===== config.mk =====
export PLATFORM = sky130hd
export DESIGN_NAME = dbus_uart
export DESIGN_NICKNAME = d
export VERILOG_FILES = /design/src/rtl/dbus_uart_pkg.sv /design/src/rtl/dbus_uart_fifo.sv /design/src/rtl/dbus_uart.sv
export SDC_FILE = /design/constraint.sdc
export NUM_CORES = 1
export LEC_CHECK = 0
export BUFFER_PORTS_ARGS = -buffer_cell sky130_fd_sc_hd__buf_4
export CORE_ASPECT_RATIO = 0.75
export CORE_MARGIN = 2
export CORE_UTILIZATION = 54
export DETAILED_ROUTE_END_ITERATION = 16
export GPL_TIMING_DRIVEN = 0
export PLACE_DENSITY = 0.77
export SYNTH_ARGS = -nofsm -noshare
export SYNTH_HDL_FRONTEND = slang
export SYNTH_SLANG_ARGS = --single-unit

===== constraint.sdc =====
create_clock -name clk -period 4.5 [get_ports clk]
set_input_delay 0.225 -clock clk [delete_from_list [all_inputs] [get_ports clk]]
set_output_delay 0.225 -clock clk [all_outputs]
set_load 0.005 [all_outputs]

===== src/rtl/dbus_uart_pkg.sv =====
// Shared definitions for the data-bus UART: register offsets, STATUS bit
// positions, serializer state encoding and the default baud divisor.
package dbus_uart_pkg;

  localparam logic [1:0] OFF_DATA   = 2'd0;
  localparam logic [1:0] OFF_STATUS = 2'd1;
  localparam logic [1:0] OFF_DIV    = 2'd2;
  localparam logic [1:0] OFF_RSVD   = 2'd3;

  localparam int ST_FULL  = 0;
  localparam int ST_EMPTY = 1;
  localparam int ST_BUSY  = 2;
  localparam int ST_OVF   = 3;

  localparam logic [15:0] UART_DEFAULT_DIV = 16'd433;

  typedef enum logic [1:0] {
    S_IDLE  = 2'd0,
    S_START = 2'd1,
    S_DATA  = 2'd2,
    S_STOP  = 2'd3
  } uart_state_e;

endpackage


===== src/rtl/dbus_uart_fifo.sv =====
// Synchronous byte FIFO feeding the UART serializer; head is visible
// combinationally so the serializer can load it on the popping edge.
module uart_fifo #(
  parameter  int DEPTH = 4,
  localparam int AW    = $clog2(DEPTH),
  localparam int CW    = AW + 1
) (
  input  logic          clk,
  input  logic          rst,
  input  logic          push,
  input  logic [7:0]    push_data,
  input  logic          pop,
  output logic [7:0]    head,
  output logic          full,
  output logic          empty,
  output logic [CW-1:0] count
);

  logic [7:0]    mem_q [DEPTH];
  logic [AW-1:0] wr_ptr_q, wr_ptr_d, rd_ptr_q, rd_ptr_d;
  logic [CW-1:0] count_q, count_d;
  logic          push_ok, pop_ok;

  assign full    = count_q == CW'(DEPTH);
  assign empty   = count_q == '0;
  assign pop_ok  = pop && !empty;
  // A full FIFO still takes a byte when the head leaves on the same edge.
  assign push_ok = push && (!full || pop_ok);
  assign head    = mem_q[rd_ptr_q];
  assign count   = count_q;

  always_comb begin
    wr_ptr_d = wr_ptr_q;
    rd_ptr_d = rd_ptr_q;
    count_d  = count_q;
    if (push_ok) wr_ptr_d = wr_ptr_q + AW'(1);
    if (pop_ok)  rd_ptr_d = rd_ptr_q + AW'(1);
    case ({push_ok, pop_ok})
      2'b10:   count_d = count_q + CW'(1);
      2'b01:   count_d = count_q - CW'(1);
      default: count_d = count_q;
    endcase
  end

  always_ff @(posedge clk) begin
    if (push_ok) mem_q[wr_ptr_q] <= push_data;
  end

  always_ff @(posedge clk) begin
    if (rst) begin
      wr_ptr_q <= '0;
      rd_ptr_q <= '0;
      count_q  <= '0;
    end else begin
      wr_ptr_q <= wr_ptr_d;
      rd_ptr_q <= rd_ptr_d;
      count_q  <= count_d;
    end
  end

endmodule


===== src/rtl/dbus_uart.sv =====
// Memory-mapped 8N1 UART transmitter on the cpu data bus: DATA/STATUS/DIV
// registers, a TX FIFO and a serializer with a programmable baud divisor.
module dbus_uart
  import dbus_uart_pkg::*;
#(
  parameter logic [15:0] BASE_ADDR   = 16'hF000,
  parameter int          FIFO_DEPTH  = 4,
  parameter logic [15:0] DEFAULT_DIV = UART_DEFAULT_DIV
) (
  input  logic        clk,
  input  logic        rst,
  input  logic [15:0] dbus_addr,
  input  logic [31:0] dbus_write,
  input  logic        dbus_wen,
  output logic [31:0] dbus_read,
  output logic        tx
);

  localparam int CW = $clog2(FIFO_DEPTH) + 1;

  logic          hit;
  logic [1:0]    offset;
  logic          wr_data, wr_status, wr_div;
  logic          fifo_pop, fifo_full, fifo_empty;
  logic [7:0]    fifo_head;
  logic [CW-1:0] fifo_count;
  logic          bit_end, busy;

  uart_state_e state_q, state_d;
  logic [15:0] baud_q, baud_d;
  logic [15:0] per_div_q, per_div_d;
  logic [2:0]  bit_cnt_q, bit_cnt_d;
  logic [7:0]  shift_q, shift_d;
  logic        tx_q, tx_d;
  logic [15:0] div_q, div_d;
  logic        ovf_q, ovf_d;

  logic unused_bits;
  assign unused_bits = ^{dbus_addr[1:0], dbus_write[31:16], fifo_count};

  assign hit       = dbus_addr[15:4] == BASE_ADDR[15:4];
  assign offset    = dbus_addr[3:2];
  assign wr_data   = dbus_wen && hit && (offset == OFF_DATA);
  assign wr_status = dbus_wen && hit && (offset == OFF_STATUS);
  assign wr_div    = dbus_wen && hit && (offset == OFF_DIV);
  assign busy      = state_q != S_IDLE;
  assign tx        = tx_q;

  uart_fifo #(.DEPTH(FIFO_DEPTH)) u_fifo (
    .clk       (clk),
    .rst       (rst),
    .push      (wr_data),
    .push_data (dbus_write[7:0]),
    .pop       (fifo_pop),
    .head      (fifo_head),
    .full      (fifo_full),
    .empty     (fifo_empty),
    .count     (fifo_count)
  );

  // per_div_q holds the divisor latched at the start of the current bit, so
  // a DIV write only affects the period that begins after it.
  assign bit_end = baud_q == per_div_q;

  always_comb begin
    state_d   = state_q;
    baud_d    = baud_q;
    per_div_d = per_div_q;
    bit_cnt_d = bit_cnt_q;
    shift_d   = shift_q;
    tx_d      = tx_q;
    fifo_pop  = 1'b0;
    if (state_q != S_IDLE) begin
      if (bit_end) begin
        baud_d    = '0;
        per_div_d = div_q;
      end else begin
        baud_d = baud_q + 16'd1;
      end
    end
    case (state_q)
      S_IDLE: begin
        tx_d = 1'b1;
        if (!fifo_empty) begin
          fifo_pop  = 1'b1;
          shift_d   = fifo_head;
          tx_d      = 1'b0;
          baud_d    = '0;
          per_div_d = div_q;
          state_d   = S_START;
        end
      end
      S_START: begin
        if (bit_end) begin
          tx_d      = shift_q[0];
          bit_cnt_d = '0;
          state_d   = S_DATA;
        end
      end
      S_DATA: begin
        if (bit_end) begin
          if (bit_cnt_q == 3'd7) begin
            tx_d    = 1'b1;
            state_d = S_STOP;
          end else begin
            bit_cnt_d = bit_cnt_q + 3'd1;
            shift_d   = {1'b0, shift_q[7:1]};
            tx_d      = shift_q[1];
          end
        end
      end
      S_STOP: begin
        if (bit_end) begin
          if (!fifo_empty) begin
            fifo_pop = 1'b1;
            shift_d  = fifo_head;
            tx_d     = 1'b0;
            state_d  = S_START;
          end else begin
            state_d = S_IDLE;
          end
        end
      end
      default: state_d = S_IDLE;
    endcase
  end

  always_comb begin
    div_d = div_q;
    ovf_d = ovf_q;
    if (wr_div) div_d = dbus_write[15:0];
    if (wr_status) ovf_d = 1'b0;
    else if (wr_data && fifo_full && !fifo_pop) ovf_d = 1'b1;
  end

  always_comb begin
    dbus_read = '0;
    if (hit) begin
      case (offset)
        OFF_STATUS: begin
          dbus_read[ST_FULL]  = fifo_full;
          dbus_read[ST_EMPTY] = fifo_empty;
          dbus_read[ST_BUSY]  = busy;
          dbus_read[ST_OVF]   = ovf_q;
        end
        OFF_DIV: dbus_read[15:0] = div_q;
        default: dbus_read = '0;
      endcase
    end
  end

  always_ff @(posedge clk) begin
    if (rst) begin
      state_q   <= S_IDLE;
      baud_q    <= '0;
      per_div_q <= '0;
      bit_cnt_q <= '0;
      shift_q   <= '0;
      tx_q      <= 1'b1;
      div_q     <= DEFAULT_DIV;
      ovf_q     <= 1'b0;
    end else begin
      state_q   <= state_d;
      baud_q    <= baud_d;
      per_div_q <= per_div_d;
      bit_cnt_q <= bit_cnt_d;
      shift_q   <= shift_d;
      tx_q      <= tx_d;
      div_q     <= div_d;
      ovf_q     <= ovf_d;
    end
  end

endmodule

# After elaboration in Yosys (flattened, before gate mapping)
# Memory sizes are Yosys's and may differ from the RTL's. A register that Yosys moved wholly into a read port is not among the register bits.
# Cells that the tools add are included.
totals:
  register_bits: 70
  mem_bits_rw: 32
  input_bits: 51
  out_inout_bits: 33
  memories: 1
mem_list:
  columns: ["name", "depth", "word_bits", "read_ports", "rd_clocked_by_memory_dff", "wr", "line_no", "rtl"]
  rows:
  - ["u_fifo.mem_q", 4, 8, 1, 1, 1, "dbus_uart_fifo.sv:19", "logic [7:0] mem_q [DEPTH];"]
classes:
  addsub: 6
  n_eq_ne: 18
  muxes: 42
  reduce_logical: 24
op_table:
  columns: ["op", "n"]
  rows:
  - ["16-bit 2-to-1 mux", 9]
  - ["8-bit 2-to-1 mux", 4]
  - ["8-bit one-hot mux with 3 select lines", 1]
  - ["16-bit by 1-bit adder with 16-bit output (second input constant)", 1]
  - ["16-bit equality test", 1]
  - ["2-bit 2-to-1 mux", 7]
  - ["2-bit inequality test (second input constant)", 7]
  - ["12-bit equality test (second input constant)", 1]
  - ["12-bit 2-to-1 mux", 1]
  - ["3-bit one-hot mux with 2 select lines", 2]
  - ["4-bit AND reduction", 3]
  - ["1-bit 2-to-1 mux", 11]
  - ["3-bit 2-to-1 mux", 3]
  - ["2-bit equality test (second input constant)", 4]
  - ["1-bit logical AND", 8]
  - ["2-bit one-hot mux with 4 select lines", 1]
  - ["4-bit one-hot mux with 2 select lines", 1]
  - ["3-bit by 1-bit adder with 3-bit output (second input constant)", 2]
  - ["2-bit by 1-bit equality test with 1-bit output (second input constant)", 3]
  - ["3-bit equality test (second input constant)", 2]
  - ["2-bit nonzero test", 3]
  - ["5-bit AND reduction", 1]
  - ["2-bit by 1-bit adder with 2-bit output (second input constant)", 2]
  - ["2-bit logical NOT", 2]
  - ["other kinds (8)", 10]

# Depth between registers and ports, before layout
# Gate-level depths: netlist of the first run.
logic_depth:
  ltp_word: 9
  mapped_depth: 12

# Hierarchy
# A second synthesis of the first run with hierarchy kept.
unflattened:
  hier_cells: 561
  hier_area_um2: 5445.2
modules_own_cells:
  columns: ["module", "instances", "cells_per_inst", "area_per_inst_um2"]
  rows:
  - ["dbus_uart", 1, 465, 3799.9]
  - ["uart_fifo", 1, 96, 1645.3]

# Worst setup path before layout of the first run
# OpenSTA, ideal clock, no wires.
synth_timing:
  path_type: "reg-to-reg"
  start: "register state_q[0]"
  end: "register u_fifo.count_q[2], in the netlist u_fifo.count[2]"
  arrival_ns: 2.623
  path_slack_ns: 1.807
  path_stages_with_launch: 13
  path_buffers: 1
  cell_sequence: "dfxtp_1 -> inv_1 -> ha_1 -> buf_1 -> o21ai_0 -> a21oi_1 -> or2_2 -> ha_1 -> inv_1 -> fa_1 -> xor2_1 -> or3_1 -> a21oi_1"
synth_between:
  elab_chain_cells: 7
synth_lines:
  columns: ["element", "line_no", "rtl"]
  rows:
  - ["start, declared", "dbus_uart.sv:29", "uart_state_e state_q, state_d;"]
  - ["start signal, assigned", "dbus_uart.sv:163", "state_q <= state_d;"]
  - ["2-bit equality test or 2-bit logical NOT (tied branches)", "dbus_uart.sv:81", "case (state_q)"]
  - ["1-bit one-hot mux with 2 select lines *", "dbus_uart.sv:81", null]
  - ["1-bit logical AND *", "dbus_uart_fifo.sv:26", "assign pop_ok = pop && !empty;"]
  - ["1-bit logical OR", "dbus_uart_fifo.sv:28", "assign push_ok = push && (!full || pop_ok);"]
  - ["1-bit logical AND", "dbus_uart_fifo.sv:28", null]
  - ["2-bit by 1-bit equality test with 1-bit output or 2-bit equality test (tied branches)", "dbus_uart_fifo.sv:38", "case ({push_ok, pop_ok})"]
  - ["3-bit one-hot mux with 2 select lines or 2-bit nonzero test (tied branches)", null, null]
  - ["end signal, assigned", "dbus_uart_fifo.sv:57", "count_q <= count_d;"]
  - ["end, declared", "dbus_uart_fifo.sv:21", "logic [CW-1:0] count_q, count_d;"]
# Every way passes the cells marked *; elsewhere a longest branch is shown, timed or not.
# A chain may end at the register's enable or synchronous reset.

# Worst setup path in the final report of the first run
layout_timing:
  start: "register state_q[1]"
  end: "register u_fifo.count_q[2], in the netlist u_fifo.count[2]"
# The elaborated chain is that of the path after synthesis.

==> results of run 1 <==
worst paths after layout:
kind	from	to	cells past startpoint
setup / recovery	state_q[1]	u_fifo.count[2]	12
hold / removal	dbus_write[8]	div_q[8]	3
setup reg to reg	state_q[1]	u_fifo.count[2]	12
hold reg to reg	shift_q[5]	shift_q[5]	2
routing by layer:
| layer | wire length (um) | vias up |
|---|---|---|
| li1 | - | 1924 |
| met1 | 5625 | 1902 |
| met2 | 5605 | 158 |
| met3 | 907 | 13 |
| met4 | 153 | 0 |
| met5 | 0 | - |
registers in the layout, indices dropped and copies added, names as in the netlist, named ones only:
name	flops
u_fifo.mem_q	32
baud_q	16
div_q	16
per_div_q	16
shift_q	8
bit_cnt_q	3
u_fifo.count	3
state_q	2
u_fifo.rd_ptr_q	2
u_fifo.wr_ptr_q	2
ovf_q	1
tx	1
metrics by stage:
step                      power (mW)  cell area [sq um]  std cells  hold slack, ns
after global placement         1.406               5643        720          0.4379
final                          2.154               5949        736         0.09276
after floorplan                1.293               5115        543          0.3239
after global routing           2.238               5949        736         0.08564
after CTS                      2.152               5929        736         0.09324
after detailed placement       1.412               5643        720          0.4429
cells by family after synthesis:
| family | count (synthesis) |
|---|---|
| flip-flops | 104 |
| AO/OA/AOI/OAI | 52 |
| buffers and inverters | 56 |
| multiplexers | 36 |
| adder cells (fa/ha/maj) | 17 |
| AND/OR/NAND/NOR | 230 |
| other | 1 |
| XOR/XNOR | 32 |
Yosys cell counts, types with 10 or more instances:
cell	n	area (sq um)
o21ai_0	10	50.05
mux2i_1	26	260.3
clkbuf_1	17	63.81
inv_1	15	56.30
dfxtp_1	72	1441
and3_1	17	106.4
ha_1	16	200.2
edfxtp_1	32	960.9
a21oi_1	26	130.1
buf_4	18	135.1
xor2_1	25	219.0
nand3_1	20	100.1
nor2_1	37	138.9
nand2_1	117	439.2
power by group:
| part | total [mW] | internal, mW | switching (mW) |
|---|---|---|---|
| Clock | 0.756 | 0.386 | 0.370 |
| Combinational | 0.396 | 0.145 | 0.250 |
| Sequential | 1.00 | 0.984 | 0.0186 |
area by class of cell:
type	instances	area (sq um)	share of cell area
multi-input cells	383	2436	0.4095
well taps	128	160.2	0.02692
clock inverters	7	61.31	0.01030
inverters	15	56.30	0.009464
clock buffers	9	225.2	0.03785
flip-flops and latches	104	2402	0.4038
plain buffers	41	240.2	0.04038
repair buffers	49	367.9	0.06183
worst min-delay path, cell delays in order:
cell and delay, ns:
buf_4 0.08, nand2_1 0.04, nand3_1 0.06
==> metrics.yaml, run 1 <==
avgSynthCellArea_sq_um: 9.581
io_pins: 84
power.density_nw_per_um2: 362.0
place_congestion: 0.8397
synth_edf_count: 32
crit_arrival_ns: 3.51
cp_slowest_cell: "a21oi_1"
clock_path_buffers: 2
fin_util: 0.6550
yosys.area_share.adder: 0.04353
setup_viol: 0
grt_use_total: 0.2538
grt_max_degree: 20
place_ws_ns: 1.395
ant_nets: 0
synthXorXnorAreaFrac: 0.05540
drt_first_pass_iters: 6
syn-cell-area_sq_um: 5059
worst_slack_ns: 1.261
fp.coreArea_sq_um: 9084
die_w_um: 115.8
cp_slowest_stage_delay_ns: 0.48
synth_seq_cells: 104
vias: 3997
area_delta_synth_final_pct: 17.61
worstPathRequired_ns: 4.77
drt_wl_total_um: 12290
worstMarginPinSlew_ns: 0.8724
start_util: 0.5569
path_buf_inv: 3
synth_simple_gate_area_share: 0.2088
use_met2: 0.3998
cts.clk_slew.worst_paths_ns: 0.07
cp-start-kind: "register"
rows: 30
insertion_delay_ns: 0.35
ys_types: 48
wl_per_cell_um: 16.70
ctsResizeCount: 0
drt-vias-per-instance: 5.431
cts_hold_buf: 0
die_h_um: 87.82
crit_path_cell_trace: "inv_1 -> ha_1 -> buf_1 -> o21ai_0 -> a21oi_1 -> or2_2 -> ha_1 -> inv_1 -> fa_1 -> xor2_1 -> or3_1 -> a21oi_1"
finClkSkew_ns: 0.007791
syn_inst: 528
io_buffers: 49
layout_common_cells: "117 x nand2_1, 72 x dfxtp_1, 67 x buf_4"
clock-sinks: 104
synth_mux_area_frac: 0.09152
hp-class: "input port to register"
grt_pass1_wl_um: 19480
end_kind: "register"
dp_hpwl_um: 9037
grt_setup_unrepaired: "false"
slew_violations: 0
grt_pass1_vias: 3789
max_freq_ghz: 0.3088
fin_crit_sh: 0.7197
slew_headroom: 0.4140
cp_top_family: "adder cells"
period_minus_slack_ns: 3.239
overflow: 0
yosys_warnings: 0
leakage_nw: 2.594
async_reset_ff_frac: 0
htreeDepth: 3
synth_top_family_by_area: "simple AND/OR/NAND/NOR gates"
n_fill_cell: 740
yosysSeqAreaShare: 0.4749
drtIter0Drc: 297
antenna_found_initial: 0
fin_tns_setup_ns: 0
cts_tree: "built"
synth_compound_area_frac: 0.06653
outcome: "completed"
cap_violations: 0
rrSetupSlack_ns: 1.26
cts_made_buffers: 9
grt_util_met1: 0.3638
cts_root_buffer: "clkbuf_16"
top_usage_layer: "met2"
hold_violations: 0
die-area_sq_um: 10170
nets: 671
cts_setup_buffers: 0
drive_gt1_frac: 0.1793
use_met3: 0.04913
worst-path-max-fanout: 9
synth_flop_cell: "dfxtp_1"
final_common_cell: "nand2_1"
drc: 0
irDropWorstVdd_mv: 0.2450
criticalPathCategory: "register to register"
n_antenna_cell: 0
Note: power is estimated with default switching activity, not from simulation.
==> inputs of run 2 (changes only) <==
==> constraint.sdc (replaced) <==
create_clock -name clk -period 3.4 [get_ports clk]
set_input_delay 0.17 -clock clk [delete_from_list [all_inputs] [get_ports clk]]
set_output_delay 0.17 -clock clk [all_outputs]
set_load 0.005 [all_outputs]
==> metrics.yaml, run 2 (synthesis gave the netlist of run 1 again) <==
outcome: "completed"
drive_gt1_frac: 0.1809  # +0.001645
die_w_um: 115.8  # unchanged
ant_nets: 0  # unchanged
final_area_sq_um: 5953  # about the same
largest_reg_flops: 32  # unchanged
grt_pass1_vias: 3789  # unchanged
grt_use_total: 0.2538  # unchanged
rows: 30  # unchanged
fin_util: 0.6554  # about the same
layout_common_cells: "117 x nand2_1, 72 x dfxtp_1, 67 x buf_4"
hold_start: "dbus_write[5]"
whs_ns: 0.03924  # -0.05353 ns
irDropWorstVdd_mv: 0.3232  # +32%
rrSetupSlack_ns: 0.30  # -0.96 ns
rr_worst_depth: 12  # unchanged
fp.coreArea_sq_um: 9084  # unchanged
report.power.total_mw: 2.857  # +33%
multi_input_area_sq_um: 2440  # +0.15%
cp_num_cells: 12  # unchanged
rr_startpoint: "state_q[0]"
cp_slowest_stage_delay_ns: 0.40  # -0.08 ns
cts.clk_slew.worst_paths_ns: 0.07  # about the same
drt_first_pass_iters: 6  # unchanged
start_util: 0.5569  # unchanged
cap_violations: 0  # unchanged
cts_root_buffer: "clkbuf_16"
crit_arrival_ns: 3.37  # -0.14 ns
overflow: 0  # unchanged
finClkSkew_ns: 0.007804  # +0.00001294 ns
crit_path_cell_trace: "inv_1 -> ha_1 -> buf_1 -> o21ai_0 -> a21oi_2 -> or2_2 -> ha_1 -> inv_1 -> fa_1 -> xor2_1 -> or3_1 -> a21oi_1"
clock_path_buffers: 2  # unchanged
n_fill_cell: 739  # -0.14%
cts_made_buffers: 9  # unchanged
cp_slowest_cell: "dfxtp_1"
crit_end: "u_fifo.count[2]"
worstPathRequired_ns: 3.67  # -1.10 ns
place_congestion: 0.8397  # unchanged
cts_setup_buffers: 0  # unchanged
cts_tree: "built"
period_minus_slack_ns: 3.096  # -0.1424 ns
largest-register: "u_fifo.mem_q"
n_antenna_cell: 0  # unchanged
holdPathStages: 1  # -2
worst_slack_ns: 0.3038  # -0.9576 ns
dpl_cell_area_sq_um: 5643  # unchanged
criticalPathCategory: "register to register"
area_delta_synth_final_pct: 17.68  # about the same
r2r-end: "u_fifo.count[2]"
slew_headroom: 0.4099  # -0.004065
slew_violations: 0  # unchanged
clock-sinks: 104  # unchanged
finalNonFillerCells: 736  # unchanged
nets: 671  # unchanged
fin_tns_setup_ns: 0  # unchanged
io_pins: 84  # unchanged
setup_viol: 0  # unchanged
hp-class: "input port to register"
htreeDepth: 3  # unchanged
cp_top_family: "adder cells"
max_freq_ghz: 0.3230  # +4.6%
antenna_found_initial: 0  # unchanged
grt_setup_unrepaired: "false"
io_buffers: 49  # unchanged
worstMarginPinSlew_ns: 0.8784  # +0.006052 ns
leakage_nw: 2.593  # about the same
drtIter0Drc: 266  # -10%
worst-path-max-fanout: 9  # unchanged
final_common_cell: "nand2_1"
wl_per_cell_um: 16.71  # about the same
hold_violations: 0  # unchanged
drt-vias-per-instance: 5.412  # -0.35%
place_ws_ns: 0.2950  # -1.100 ns
fin_crit_sh: 0.9107  # +0.1910
end_kind: "register"
die_h_um: 87.82  # unchanged
grt_pass1_wl_um: 19480  # unchanged
grt_max_degree: 20  # unchanged
vias: 3983  # -0.35%
insertion_delay_ns: 0.35  # about the same
crit_path_start: "state_q[0]"
drc: 0  # unchanged
cp-start-kind: "register"
ff_latch_area_sq_um: 2402  # unchanged
power.density_nw_per_um2: 480.0  # +33%
drt_wl_total_um: 12300  # about the same
dp_hpwl_um: 9037  # unchanged
place_inst: 720  # unchanged
path_buf_inv: 3  # unchanged
die-area_sq_um: 10170  # unchanged
==> run 2: changes by cell type in the layout (fill, tap and decap cells not counted) <==
| cell | before | now |
|---|---|---|
| a21oi_1 | 26 | 25 |
| a21oi_2 | 0 | 1 |
==> run 2: report_power, final <==
part           internal, mW  switching, mW
clock                 0.511          0.487
sequential             1.30         0.0252
combinational         0.193          0.340
==> run 2: worst min-delay path by stage <==
stage	endpoint
global placement	u_fifo.mem_q[2][7]
detailed placement	u_fifo.mem_q[2][7]
floorplan	u_fifo.mem_q[0][0]
finish	u_fifo.mem_q[3][5]
CTS	div_q[8]
global route	u_fifo.mem_q[2][5]
==> run 2: area by class of cell <==
| cell class | count | area share |
|---|---|---|
| Multi-Input combinational cell | 383 | 0.4098 |
| Sequential cell | 104 | 0.4035 |
| Timing Repair Buffer | 49 | 0.06179 |
| Buffer | 41 | 0.04035 |
| Clock buffer | 9 | 0.03783 |
| Tap cell | 128 | 0.02690 |
| Clock inverter | 7 | 0.01030 |
| Inverter | 15 | 0.009458 |
==> run 2: metal layers <==
metal  track usage  vias to the layer above  part of all wire
met5             0                        -                 0
met4       0.06494                        0             0.011
met3       0.04913                       14             0.064
met2        0.3998                      148              0.46
met1        0.3638                     1889              0.47
li1              -                     1932                 -
==> run 2: timing repair <==
action | 4_1_cts | 5_1_grt
setup endpoints to repair | 0 | 1
resized for setup | 0 | 1
hold buffers | 0 | 0
